`config.mk`:
```
export PLATFORM = sky130hd
export DESIGN_NAME = seq_serializer
export DESIGN_NICKNAME = d
export VERILOG_FILES = /design/src/rtl/seq_pkg.sv /design/src/rtl/seq_serializer.sv
export SDC_FILE = /design/constraint.sdc
export NUM_CORES = 1
export LEC_CHECK = 0
export ABC_AREA = 1
export CAP_MARGIN = 0
export CORE_MARGIN = 4
export CORE_UTILIZATION = 48
export CTS_CLUSTER_SIZE = 25
export DETAILED_ROUTE_END_ITERATION = 10
export PLACE_DENSITY = 0.74
export SLEW_MARGIN = 10
export SYNTH_ARGS = -nofsm -noshare
export SYNTH_HDL_FRONTEND = slang
export SYNTH_SLANG_ARGS = --single-unit
```
`constraint.sdc`:
```
create_clock -name clock -period 1.68 [get_ports clock]
set_input_delay 0.336 -clock clock [delete_from_list [all_inputs] [get_ports clock]]
set_output_delay 0.336 -clock clock [all_outputs]
set_load 0.02 [all_outputs]
```
`src/rtl/seq_pkg.sv`:
```
// Shared definitions for the sequence-detector front end: FSM encodings
// and a bit-order helper used when loading LSB-first words.
package seq_pkg;

   localparam logic [1:0] ST_IDLE  = 2'b00;
   localparam logic [1:0] ST_SHIFT = 2'b01;
   localparam logic [1:0] ST_GAP   = 2'b10;

   typedef enum logic [1:0] {
      S_IDLE  = ST_IDLE,
      S_SHIFT = ST_SHIFT,
      S_GAP   = ST_GAP
   } ser_state_t;

   // Reverse the low 'width' bits of w; bits at and above 'width' come back as 0.
   // The 32-bit container covers every legal word width.
   function automatic logic [31:0] bit_reverse(input logic [31:0] w, input int width);
      logic [31:0] r;
      r = '0;
      for (int i = 0; i < 32; i++) begin
         if (i < width) r[i] = w[width-1-i];
      end
      return r;
   endfunction

endpackage

```
`src/rtl/seq_serializer.sv`:
```
// Parallel-to-serial front end: takes words over valid/ready and shifts them
// out one bit per bit period, MSB-first or LSB-first per word, with an
// optional idle gap between words.
module seq_serializer
   import seq_pkg::*;
#(
   parameter int   WIDTH      = 8,
   parameter int   GAP_CYCLES = 0,
   parameter logic IDLE_LEVEL = 1'b0
) (
   input  logic             clock,
   input  logic             reset,
   input  logic [WIDTH-1:0] word_in,
   input  logic             word_valid,
   output logic             word_ready,
   input  logic             msb_first,
   input  logic             bit_en,
   output logic             serial_out,
   output logic             serial_valid,
   output logic             last_bit,
   output logic             busy
);

   localparam int             CW       = (WIDTH > 1) ? $clog2(WIDTH) : 1;
   localparam logic [CW-1:0]  CNT_LOAD = CW'(WIDTH - 1);
   localparam logic [3:0]     GAP_LOAD = (GAP_CYCLES > 0) ? 4'(GAP_CYCLES - 1) : 4'd0;

   ser_state_t       state;
   logic [WIDTH-1:0] sr;
   logic [CW-1:0]    bit_cnt;
   logic [3:0]       gap_cnt;

   logic [31:0]      word_ext;
   logic [WIDTH-1:0] word_rev;
   logic [WIDTH-1:0] load_word;
   logic             accept;

   // Always shift out of the MSB; LSB-first words are reversed on load.
   always_comb begin
      word_ext              = '0;
      word_ext[WIDTH-1:0]   = word_in;
      word_rev              = WIDTH'(bit_reverse(word_ext, WIDTH));
      load_word             = msb_first ? word_in : word_rev;
   end

   // Ready in IDLE, or on the final bit when words may run back to back.
   // Held low while reset is asserted.
   always_comb begin
      word_ready = reset &&
                   ((state == S_IDLE) ||
                    ((state == S_SHIFT) && (bit_cnt == '0) && bit_en && (GAP_CYCLES == 0)));
      accept     = word_valid && word_ready;
   end

   // Valid and last-bit flags decode straight from registered state.
   always_comb begin
      serial_valid = (state == S_SHIFT);
      last_bit     = (state == S_SHIFT) && (bit_cnt == '0);
   end

   // Serializer FSM; serial_out and busy are registered alongside the state.
   always_ff @(posedge clock or negedge reset) begin
      if (!reset) begin
         state      <= S_IDLE;
         sr         <= '0;
         bit_cnt    <= '0;
         gap_cnt    <= '0;
         serial_out <= IDLE_LEVEL;
         busy       <= 1'b0;
      end else begin
         case (state)
            S_IDLE: begin
               if (accept) begin
                  sr         <= load_word;
                  bit_cnt    <= CNT_LOAD;
                  serial_out <= load_word[WIDTH-1];
                  busy       <= 1'b1;
                  state      <= S_SHIFT;
               end
            end
            S_SHIFT: begin
               if (bit_en) begin
                  if (bit_cnt != '0) begin
                     sr         <= sr << 1;
                     bit_cnt    <= bit_cnt - 1'b1;
                     serial_out <= sr[WIDTH-2];
                  end else if (GAP_CYCLES > 0) begin
                     gap_cnt    <= GAP_LOAD;
                     serial_out <= IDLE_LEVEL;
                     state      <= S_GAP;
                  end else if (accept) begin
                     // next word follows with no bubble
                     sr         <= load_word;
                     bit_cnt    <= CNT_LOAD;
                     serial_out <= load_word[WIDTH-1];
                  end else begin
                     serial_out <= IDLE_LEVEL;
                     busy       <= 1'b0;
                     state      <= S_IDLE;
                  end
               end
            end
            S_GAP: begin
               if (bit_en) begin
                  if (gap_cnt == '0) begin
                     busy  <= 1'b0;
                     state <= S_IDLE;
                  end else begin
                     gap_cnt <= gap_cnt - 1'b1;
                  end
               end
            end
            default: begin
               serial_out <= IDLE_LEVEL;
               busy       <= 1'b0;
               state      <= S_IDLE;
            end
         endcase
      end
   end

endmodule

```
==> results.env, run 1 <==
HPWL_UM=1310
DRC_ERRORS_LEFT=0
TIMING.CRITICAL_PATH.FROM_TYPE='input port'
FINAL_COMMON_CELL='sky130_fd_sc_hd__nand2_1'
COREAREA_UM2=1560
RSZ0062_AT_GRT='no'
ACHIEVABLE-FREQUENCY_MHz=617
DIEHEIGHT_UM=49.2
CLOCK_PATH_BUFFERS=2
TRITONCTS='yes'
PROPORTION_OF_LAYOUT_CELLS_WITH_A_DRIVE_SUFFIX_ABOVE_1_PCT=30.2
SETUP-VIOLATIONS-FINAL=0
OUTCOME='complete, no violations'
CLOCKROOTBUFFER='sky130_fd_sc_hd__clkbuf_4'
FILLERS=123
YS_FF_LATCH=12
END_KIND='output port'
SEQ_AREA_FRAC_SYNTH_PCT=36.8
MOST-COMMON-LAYOUT-CELLS='sky130_fd_sc_hd__nand2_1, sky130_fd_sc_hd__buf_4, sky130_fd_sc_hd__clkdlybuf4s50_1, sky130_fd_sc_hd__dfrtp_1'
CTS_HTREE_LEVELS=1
CRITICAL_PATH_REQUIRED_NS=1.34
CRITICAL_PATH_PEAK_FANOUT=2
FINAL_PERIOD_MINUS_WORST_SETUP_SLACK_NS=1.62
YOSYSUNIQUECELLTYPES=25
VDD.IR_DROP.WORST_mV=0.768
MULTI_INPUT_GATE_AREA_IN_THE_FINAL_LAYOUT_UM2=452
POST-ROUTE-PERIOD-UTIL_PCT=96.4
CELLS_ALONG_THE_CRITICAL_PATH='clkdlybuf4s50_1, inv_2, nand2_4, nand2_2, a21oi_2, buf_4'
GRT_FIRST_PASS_WIRELENGTH_UM=2930
START_UTIL_PCT=52.3
STD_CELL_ROWS=14
TIGHTESTPINTRANSITION_NS=0.212
PLACE_WORST_SETUP_SLACK_NS=-0.428
HEADROOM_TO_THE_MAX_SLEW_LIMIT_PCT=85.8
CLK-INSERTION-DELAY-LATE_NS=0.28
YOSYS_WARNINGS=0
GRT_MAX_DEGREE=15
P_LEAK_uW=0.000600
MAXSLEWVIOLCOUNT=0
FINAL_NET_COUNT=155
DIE_W_UM=49.2
CELLPOWERDENSITY_nW_PER_UM2=1480
TIMING.CRITICAL_PATH.SLOWEST_CELL_DELAY_NS=0.49
PATH_CLASS='in2out'
NUMCTSBUFFERS=3
DRT.ANTENNA.VIOLATING_NETS=0
FINAL_CORE_DENSITY_PCT=72.7
FINAL_WS_SETUP_NS=0.0602
HOLD_CLASS='in2async'
SYN-CELL-AREA_UM2=816
MAPPEDNETLISTNETS=121
FIRST_GLOBAL_VIAS=697
DETAIL_ROUTE.WIRELENGTH_UM=1730
DRT-VIAS-PER-INSTANCE=4.90
ARRIVAL_NS=1.28
FIRST_PASS_ITERS=4
NETLIST_INSTANCES=106
GLOBALROUTE.TOTALOVERFLOW=0
ANTENNA-DIODE-COUNT=0
IO_BUFFERS=17
DIE_AREA_UM2=2420
CLOCK-SKEW-FINAL_NS=0.00879
BOUNDARYPINS=18
GLOBALROUTETOTALUTIL_PCT=15.4
CTS_HOLD_REPAIR.BUFFERS=0
GPL.FINAL_WEIGHTED_CONGESTION=0.768
CRITICAL_PATH.N_BUFFERS_INVERTERS=3
CTS.SINK_COUNT=12
AREA.GROWTH.SYNTH_TO_FINAL_PCT=39.0
DRT_FIRST_ITER_VIOLATIONS=8
TOTAL_COUNT_OF_HOLD_CHECK_FAILURES_IN_THE_FINAL_REPORT=0
CRITPATHTOPFAMILY='buffers and inverters'
ANTENNA_FOUND_INITIAL=0
VIAS=760
CTS_SETUP_BUFFERS=0
TIMING.MAX_CAP.VIOLATIONS=0
CRITICAL-PATH-SLOWEST-CELL='sky130_fd_sc_hd__clkdlybuf4s50_1'
SYN-MEAN-INSTANCE-AREA_UM2=7.70
PATH_CLK_SLEW_NS=0.08
LAYOUT.AREA.SEQ_UM2=300
DRT-WIRELENGTH-PER-CELL_UM=11.2
kinds of logic (layout without fill, tap and decap cells):
group | after synthesis | count (layout) | share of synthesized area, %
AO/OA/AOI/OAI | 18 | 18 | 14.9
XOR/XNOR | 2 | 2 | 2.15
adder cells (fa/ha/maj) | 2 | 2 | 3.07
buffers and inverters | 17 | 50 | 9.36
flip-flops | 12 | 12 | 36.8
AND/OR/NAND/NOR | 55 | 55 | 33.7
per-layer routing:
layer | GRT usage [%] | wire length, um
met1 | 19.5 | 814
met2 | 24.8 | 830
met3 | 4.89 | 78
met4 | 4.27 | 10
met5 | 0 | 0
cells in the mapped netlist:
cell type	number	share of area [%]
sky130_fd_sc_hd__xor2_1	1	1.1
sky130_fd_sc_hd__nor2_1	7	3.2
sky130_fd_sc_hd__xnor2_1	1	1.1
sky130_fd_sc_hd__nand2_4	3	4.1
sky130_fd_sc_hd__a21oi_4	1	2.0
sky130_fd_sc_hd__o21ai_2	1	1.1
sky130_fd_sc_hd__ha_1	2	3.1
sky130_fd_sc_hd__nand2_1	34	16
sky130_fd_sc_hd__buf_2	1	0.61
sky130_fd_sc_hd__o211ai_1	1	0.92
sky130_fd_sc_hd__a21boi_1	1	0.92
sky130_fd_sc_hd__or2_2	1	0.77
sky130_fd_sc_hd__o21ai_0	5	3.1
sky130_fd_sc_hd__a21oi_1	6	3.7
sky130_fd_sc_hd__nand2_2	3	2.3
sky130_fd_sc_hd__nor2_8	1	2.5
sky130_fd_sc_hd__buf_4	1	0.92
sky130_fd_sc_hd__inv_1	9	4.1
sky130_fd_sc_hd__buf_6	1	1.4
sky130_fd_sc_hd__nand3_1	5	3.1
sky130_fd_sc_hd__nand3_4	1	2.1
sky130_fd_sc_hd__inv_2	5	2.3
sky130_fd_sc_hd__a21oi_2	2	2.1
sky130_fd_sc_hd__o2111ai_1	1	1.1
sky130_fd_sc_hd__dfrtp_1	12	37
sequential cells by signal, summed over array words and instances, names as in the netlist:
register and flops:
serial_out 1, busy 1, bit_cnt 3, sr 7
final cells by class:
cell class | instances | area share [%]
sequential | 12 | 26.5
timing repair buffer | 32 | 24.1
clock buffer | 4 | 3.20
inverter | 14 | 4.64
tap | 16 | 1.77
multi-input combinational | 77 | 39.8
metrics by stage:
| step | instance area [um^2] | instances | power [uW] | hold slack, ns | setup TNS [ns] |
|---|---|---|---|---|---|
| floorplan | 816 | 106 | 1120 | 0.0404 | 0 |
| global placement | 1090 | 151 | 1430 | 0.462 | -0.835 |
| detailed placement | 1090 | 151 | 1450 | 0.464 | -1.12 |
| CTS | 1120 | 155 | 1670 | 0.423 | 0 |
| global route | 1130 | 155 | 1840 | 0.429 | 0 |
| finish | 1130 | 155 | 1680 | 0.418 | 0 |
worst reg2reg max path, cell delays in order (launching register included):
cell and delay (ns):
sky130_fd_sc_hd__dfrtp_1 0.44, sky130_fd_sc_hd__buf_4 0.15, sky130_fd_sc_hd__buf_4 0.14, sky130_fd_sc_hd__nand2_2 0.12, sky130_fd_sc_hd__nor2_8 0.19, sky130_fd_sc_hd__xor2_1 0.16, sky130_fd_sc_hd__nand2_1 0.06
what timing repair did:
item / CTS / global route
hold endpoints to repair: 0 / 0
gates resized for setup: 11 / 4
pin swaps: 0 / 0
setup endpoints to repair: 4 / 1
path summary, 6_finish.rpt:
kind	startpoint	end	slack, ns	cells after the start
hold reg to reg	sr[0]	sr[1]	0.47	2
setup / recovery	bit_en	word_ready	0.06	6
hold / removal	reset	busy	0.42	2
setup reg to reg	busy	bit_cnt[0]	0.32	6
max in group asynchronous	reset	bit_cnt[1]	1.09	2
min in group clock	sr[0]	sr[1]	0.47	2
power breakdown:
| group | leakage [uW] | total [uW] | internal [uW] | switching, uW |
|---|---|---|---|---|
| Sequential | 0.000151 | 491 | 417 | 74.0 |
| Clock | 0.0000210 | 232 | 132 | 101 |
| Combinational | 0.000428 | 957 | 441 | 517 |
| Total | 0.000600 | 1680 | 989 | 691 |
No activity file was read; power rests on OpenSTA's default activity.
==> inputs of run 2 (changes only) <==
--- a/config.mk
+++ b/config.mk
@@ -5,13 +5,14 @@
 export SDC_FILE = /design/constraint.sdc
 export NUM_CORES = 1
 export LEC_CHECK = 0
-export ABC_AREA = 1
+export ABC_AREA = 0
 export CAP_MARGIN = 0
 export CORE_MARGIN = 4
 export CORE_UTILIZATION = 48
 export CTS_CLUSTER_SIZE = 25
 export DETAILED_ROUTE_END_ITERATION = 10
-export PLACE_DENSITY = 0.74
+export MAX_ROUTING_LAYER = met4
+export PLACE_DENSITY = 0.75
 export SLEW_MARGIN = 10
 export SYNTH_ARGS = -nofsm -noshare
 export SYNTH_HDL_FRONTEND = slang
==> run 2 against run 1 <==
- the run now ends with setup timing left
- via count increased by 0.66%
- register-to-register slack got worse by 0.18 ns
- largest cell class unchanged
- utilization increased by 0.42 points
- highest routed layer unchanged
- non-clock buffer count increased by 1
- maximum frequency decreased by 4.2%
- power decreased by 20%
- routed wire length increased by 12%
- critical endpoint unchanged
- hold slack improved by 0.11 ns
- sequential cell count unchanged
- clock power decreased by 25%
- synthesized cell count decreased by 20%
==> results.env, run 2 <==
OUTCOME='finished with violations'
FAILING_CHECKS='setup timing'
ANTENNA-DIODE-COUNT=0
PREVAILING_POST_SYNTH_REGISTER_CELL='sky130_fd_sc_hd__dfrtp_1'
START_UTIL_PCT=52.3
CLK-INSERTION-DELAY-LATE_NS=0.27
FINAL_WS_SETUP_NS=-0.0105
STARTPOINT='bit_cnt[0]'
SEQPWRFRAC_PCT=33.6
DRT.ANTENNA.VIOLATING_NETS=0
GRT_MAX_DEGREE=17
CLOCK_PATH_BUFFERS=2
RSZ0062_AT_GRT='yes'
LARGEST-REGISTER='sr'
CTS_SETUP_BUFFERS=0
GLOBALROUTE.TOTALOVERFLOW=0
YOSYS_WARNINGS=0
YS_ASYNC_SR_FRACTION_PCT=100
MIN_DELAY_PATH_DEPTH=1
TIMING.MAX_CAP.VIOLATIONS=0
CLOCK-SKEW-FINAL_NS=0.00207
DIE_AREA_UM2=2400
FIRST_GLOBAL_VIAS=749
P_LEAK_uW=0.000504
DRT-WIRELENGTH-PER-CELL_UM=14.6
TIMING.CRITICAL_PATH.SLOWEST_CELL_DELAY_NS=0.39
MOST-COMMON-LAYOUT-CELLS='sky130_fd_sc_hd__buf_4, sky130_fd_sc_hd__clkdlybuf4s50_1, sky130_fd_sc_hd__dfrtp_1, sky130_fd_sc_hd__nand2_1, sky130_fd_sc_hd__mux2i_1'
SETUP-VIOLATIONS-FINAL=1
R2R-START='bit_cnt[0]'
COREAREA_UM2=1540
VDD.IR_DROP.WORST_mV=0.886
TRITONCTS='yes'
DETAIL_ROUTE.WIRELENGTH_UM=1940
STD_CELL_ROWS=14
INTERNAL_POWER_uW=844
CTS_HOLD_REPAIR.BUFFERS=0
PLACE_AREA_UM2=1090
POWER_SWITCHING_SHARE_PCT=37.1
R2R_CELLS=7
TIGHTESTPINTRANSITION_NS=0.345
SYNTHMOSTINSTANTIATEDCELL='sky130_fd_sc_hd__dfrtp_1'
YOSYSUNIQUECELLTYPES=29
DIEHEIGHT_UM=49.0
CLOCKROOTBUFFER='sky130_fd_sc_hd__clkbuf_4'
NETLIST_INSTANCES=85
REG.LARGEST.LIST='sr x7, bit_cnt x3'
ACHIEVABLE-FREQUENCY_MHz=592
FINAL_PERIOD_MINUS_WORST_SETUP_SLACK_NS=1.69
CTS.SINK_COUNT=12
GRT_FIRST_PASS_WIRELENGTH_UM=3220
SYN-CELL-AREA_UM2=806
AREA.GROWTH.SYNTH_TO_FINAL_PCT=39.9
CRITICAL_PATH_PEAK_FANOUT=4
FINAL_NET_COUNT=134
SYNTH_TOP_AREA_SHARE_PCT=37.3
DRC_ERRORS_LEFT=0
PATH_CLASS='reg2out'
BOUNDARYPINS=18
ANTENNA_FOUND_INITIAL=0
CTS_HTREE_LEVELS=1
DIE_W_UM=49.0
HOLD_CLASS='reg2reg'
SYNTH.AREA.TOP_CELLS='sky130_fd_sc_hd__dfrtp_1, sky130_fd_sc_hd__mux2i_1, sky130_fd_sc_hd__a22oi_1'
CRITPATHTOPFAMILY='flip-flops'
PLACE_WORST_SETUP_SLACK_NS=-0.404
TIMING.HOLD.WORST.START='serial_out'
CELLS_ALONG_THE_CRITICAL_PATH='inv_2, ha_4, nand2b_4, o21ai_2, and2_4, buf_6'
FINISH.INSTANCE_AREA_UM2=1130
GLOBALROUTETOTALUTIL_PCT=17.1
CELLPOWERDENSITY_nW_PER_UM2=1190
ARRIVAL_NS=1.35
NUMCTSBUFFERS=3
GPL.FINAL_WEIGHTED_CONGESTION=0.787
VIAS=765
CRITICAL-PATH-SLOWEST-CELL='sky130_fd_sc_hd__dfrtp_1'
PROPORTION_OF_LAYOUT_CELLS_WITH_A_DRIVE_SUFFIX_ABOVE_1_PCT=29.9
P_COMB_SHARE_PCT=53.4
MAXSLEWVIOLCOUNT=0
NUMPLACEDINSTANCES=130
TIMING.CRITICAL_PATH.FROM_TYPE='flop'
CRITICAL_PATH_DEPTH_IN_CELLS=6
LARGEST_REGISTER_FFS=7
SEQ_AREA_FRAC_SYNTH_PCT=37.3
POST-ROUTE-PERIOD-UTIL_PCT=101
FINAL_COMMON_CELL='sky130_fd_sc_hd__buf_4'
HEADROOM_TO_THE_MAX_SLEW_LIMIT_PCT=76.9
FILLERS=110
CLOCK_POWER_SHARE_PCT=13.0
NETLIST.TOP_CELL.BY_AREA='sky130_fd_sc_hd__dfrtp_1'
SYNTH-EDFF-COUNT=0
FIN_CELLS=133
CRITICAL_PATH.N_BUFFERS_INVERTERS=2
DRT_FIRST_ITER_VIOLATIONS=19
TOTAL_COUNT_OF_HOLD_CHECK_FAILURES_IN_THE_FINAL_REPORT=0
END_KIND='output port'
IO_BUFFERS=17
SYNTH_TOP_CELLS_BY_COUNT='sky130_fd_sc_hd__dfrtp_1, sky130_fd_sc_hd__nand2_1, sky130_fd_sc_hd__inv_1, sky130_fd_sc_hd__mux2i_1, sky130_fd_sc_hd__o21ai_1'
MAPPEDNETLISTNETS=100
SWITCHINGPOWER_uW=498
DRT-VIAS-PER-INSTANCE=5.75
YS_FF_LATCH=12
SYN-MEAN-INSTANCE-AREA_UM2=9.48
FIRST_PASS_ITERS=4
CRITICAL_PATH_REQUIRED_NS=1.34
HPWL_UM=1510
PATH_CLK_SLEW_NS=0.07
[run 2: changes by cell type after synthesis, moves of 5 or more]
| cell | change |
|---|---|
| sky130_fd_sc_hd__nand2_1 | -24 |
| sky130_fd_sc_hd__mux2i_1 | +8 |
| sky130_fd_sc_hd__nor2_1 | -7 |
| sky130_fd_sc_hd__o21ai_1 | +7 |
| sky130_fd_sc_hd__a22oi_1 | +6 |
| sky130_fd_sc_hd__inv_2 | -5 |
| sky130_fd_sc_hd__nand3_1 | -5 |
| sky130_fd_sc_hd__o22ai_1 | +5 |
[run 2: repair_timing]
action	4_1_cts	5_1_grt
setup endpoints to repair	4	2
pin swaps	1	1
resized for setup	16	4
cloned	0	0
[run 2: through the flow]
stage	power (uW)	TNS [ns]	util, %	hold WS [ns]
2_1_floorplan	861	0	-	0.0404
3_3_place_gp	1110	-1.00	70.5	0.518
3_5_place_dp	1130	-1.22	70.5	0.519
4_1_cts	1330	0	72.3	0.535
5_1_grt	1450	-0.0753	73.1	0.556
6_report	1340	-0.0105	73.1	0.532
[run 2: worst paths after layout]
kind | to | slack, ns
worst max register to register | sr[1] | 0.14
worst max-delay path | word_ready | -0.01
min in group asynchronous | sr[5] | 0.54
worst min register to register | serial_out | 0.53
max in group asynchronous | bit_cnt[1] | 0.97
worst min-delay path | serial_out | 0.53
[run 2: cell type report]
type / instances / area, um^2 / share of cell area (%)
Clock buffer: 3 / 22.5 / 2.00
Inverter: 8 / 30.0 / 2.66
Multi-Input combinational cell: 61 / 464 / 41.2
Sequential cell: 12 / 300 / 26.6
Tap cell: 16 / 20.0 / 1.78
Timing Repair Buffer: 33 / 290 / 25.7
[run 2: cell families after synthesis]
group,Yosys count,share of synthesized area [%]
AOI/OAI and AO/OA,31,26.7
xor gates and xnor gates,1,1.09
adders and majority gates,2,3.11
buffers and inverters,12,7.30
DFF,12,37.3
muxes,9,11.8
and+or+nand+nor,18,12.7
[run 2: routing by layer]
metal | part of all wire (%) | vias up | GRT usage [%]
met5 | 0 | - | -
met4 | 1.3 | 0 | 5.38
met3 | 3.4 | 5 | 3.06
met2 | 52 | 16 | 28.5
met1 | 43 | 373 | 20.9
li1 | - | 371 | -
[run 2: power groups by stage]
stage                     Combinational (uW)  Sequential, uW  Clock [uW]
after CTS                                706             449         178
after detailed placement                 685             450           0
after floorplan                          406             455           0
after global routing                     788             460         199
final                                    716             451         175
after global placement                   665             442           0
==> inputs of run 3 (changes only) <==
--- a/config.mk
+++ b/config.mk
@@ -5,7 +5,6 @@
 export SDC_FILE = /design/constraint.sdc
 export NUM_CORES = 1
 export LEC_CHECK = 0
-export ABC_AREA = 0
 export CAP_MARGIN = 0
 export CORE_MARGIN = 4
 export CORE_UTILIZATION = 48
==> results of run 3 <==
No change in the layout: final DEF, timing and power equal those of run 2.
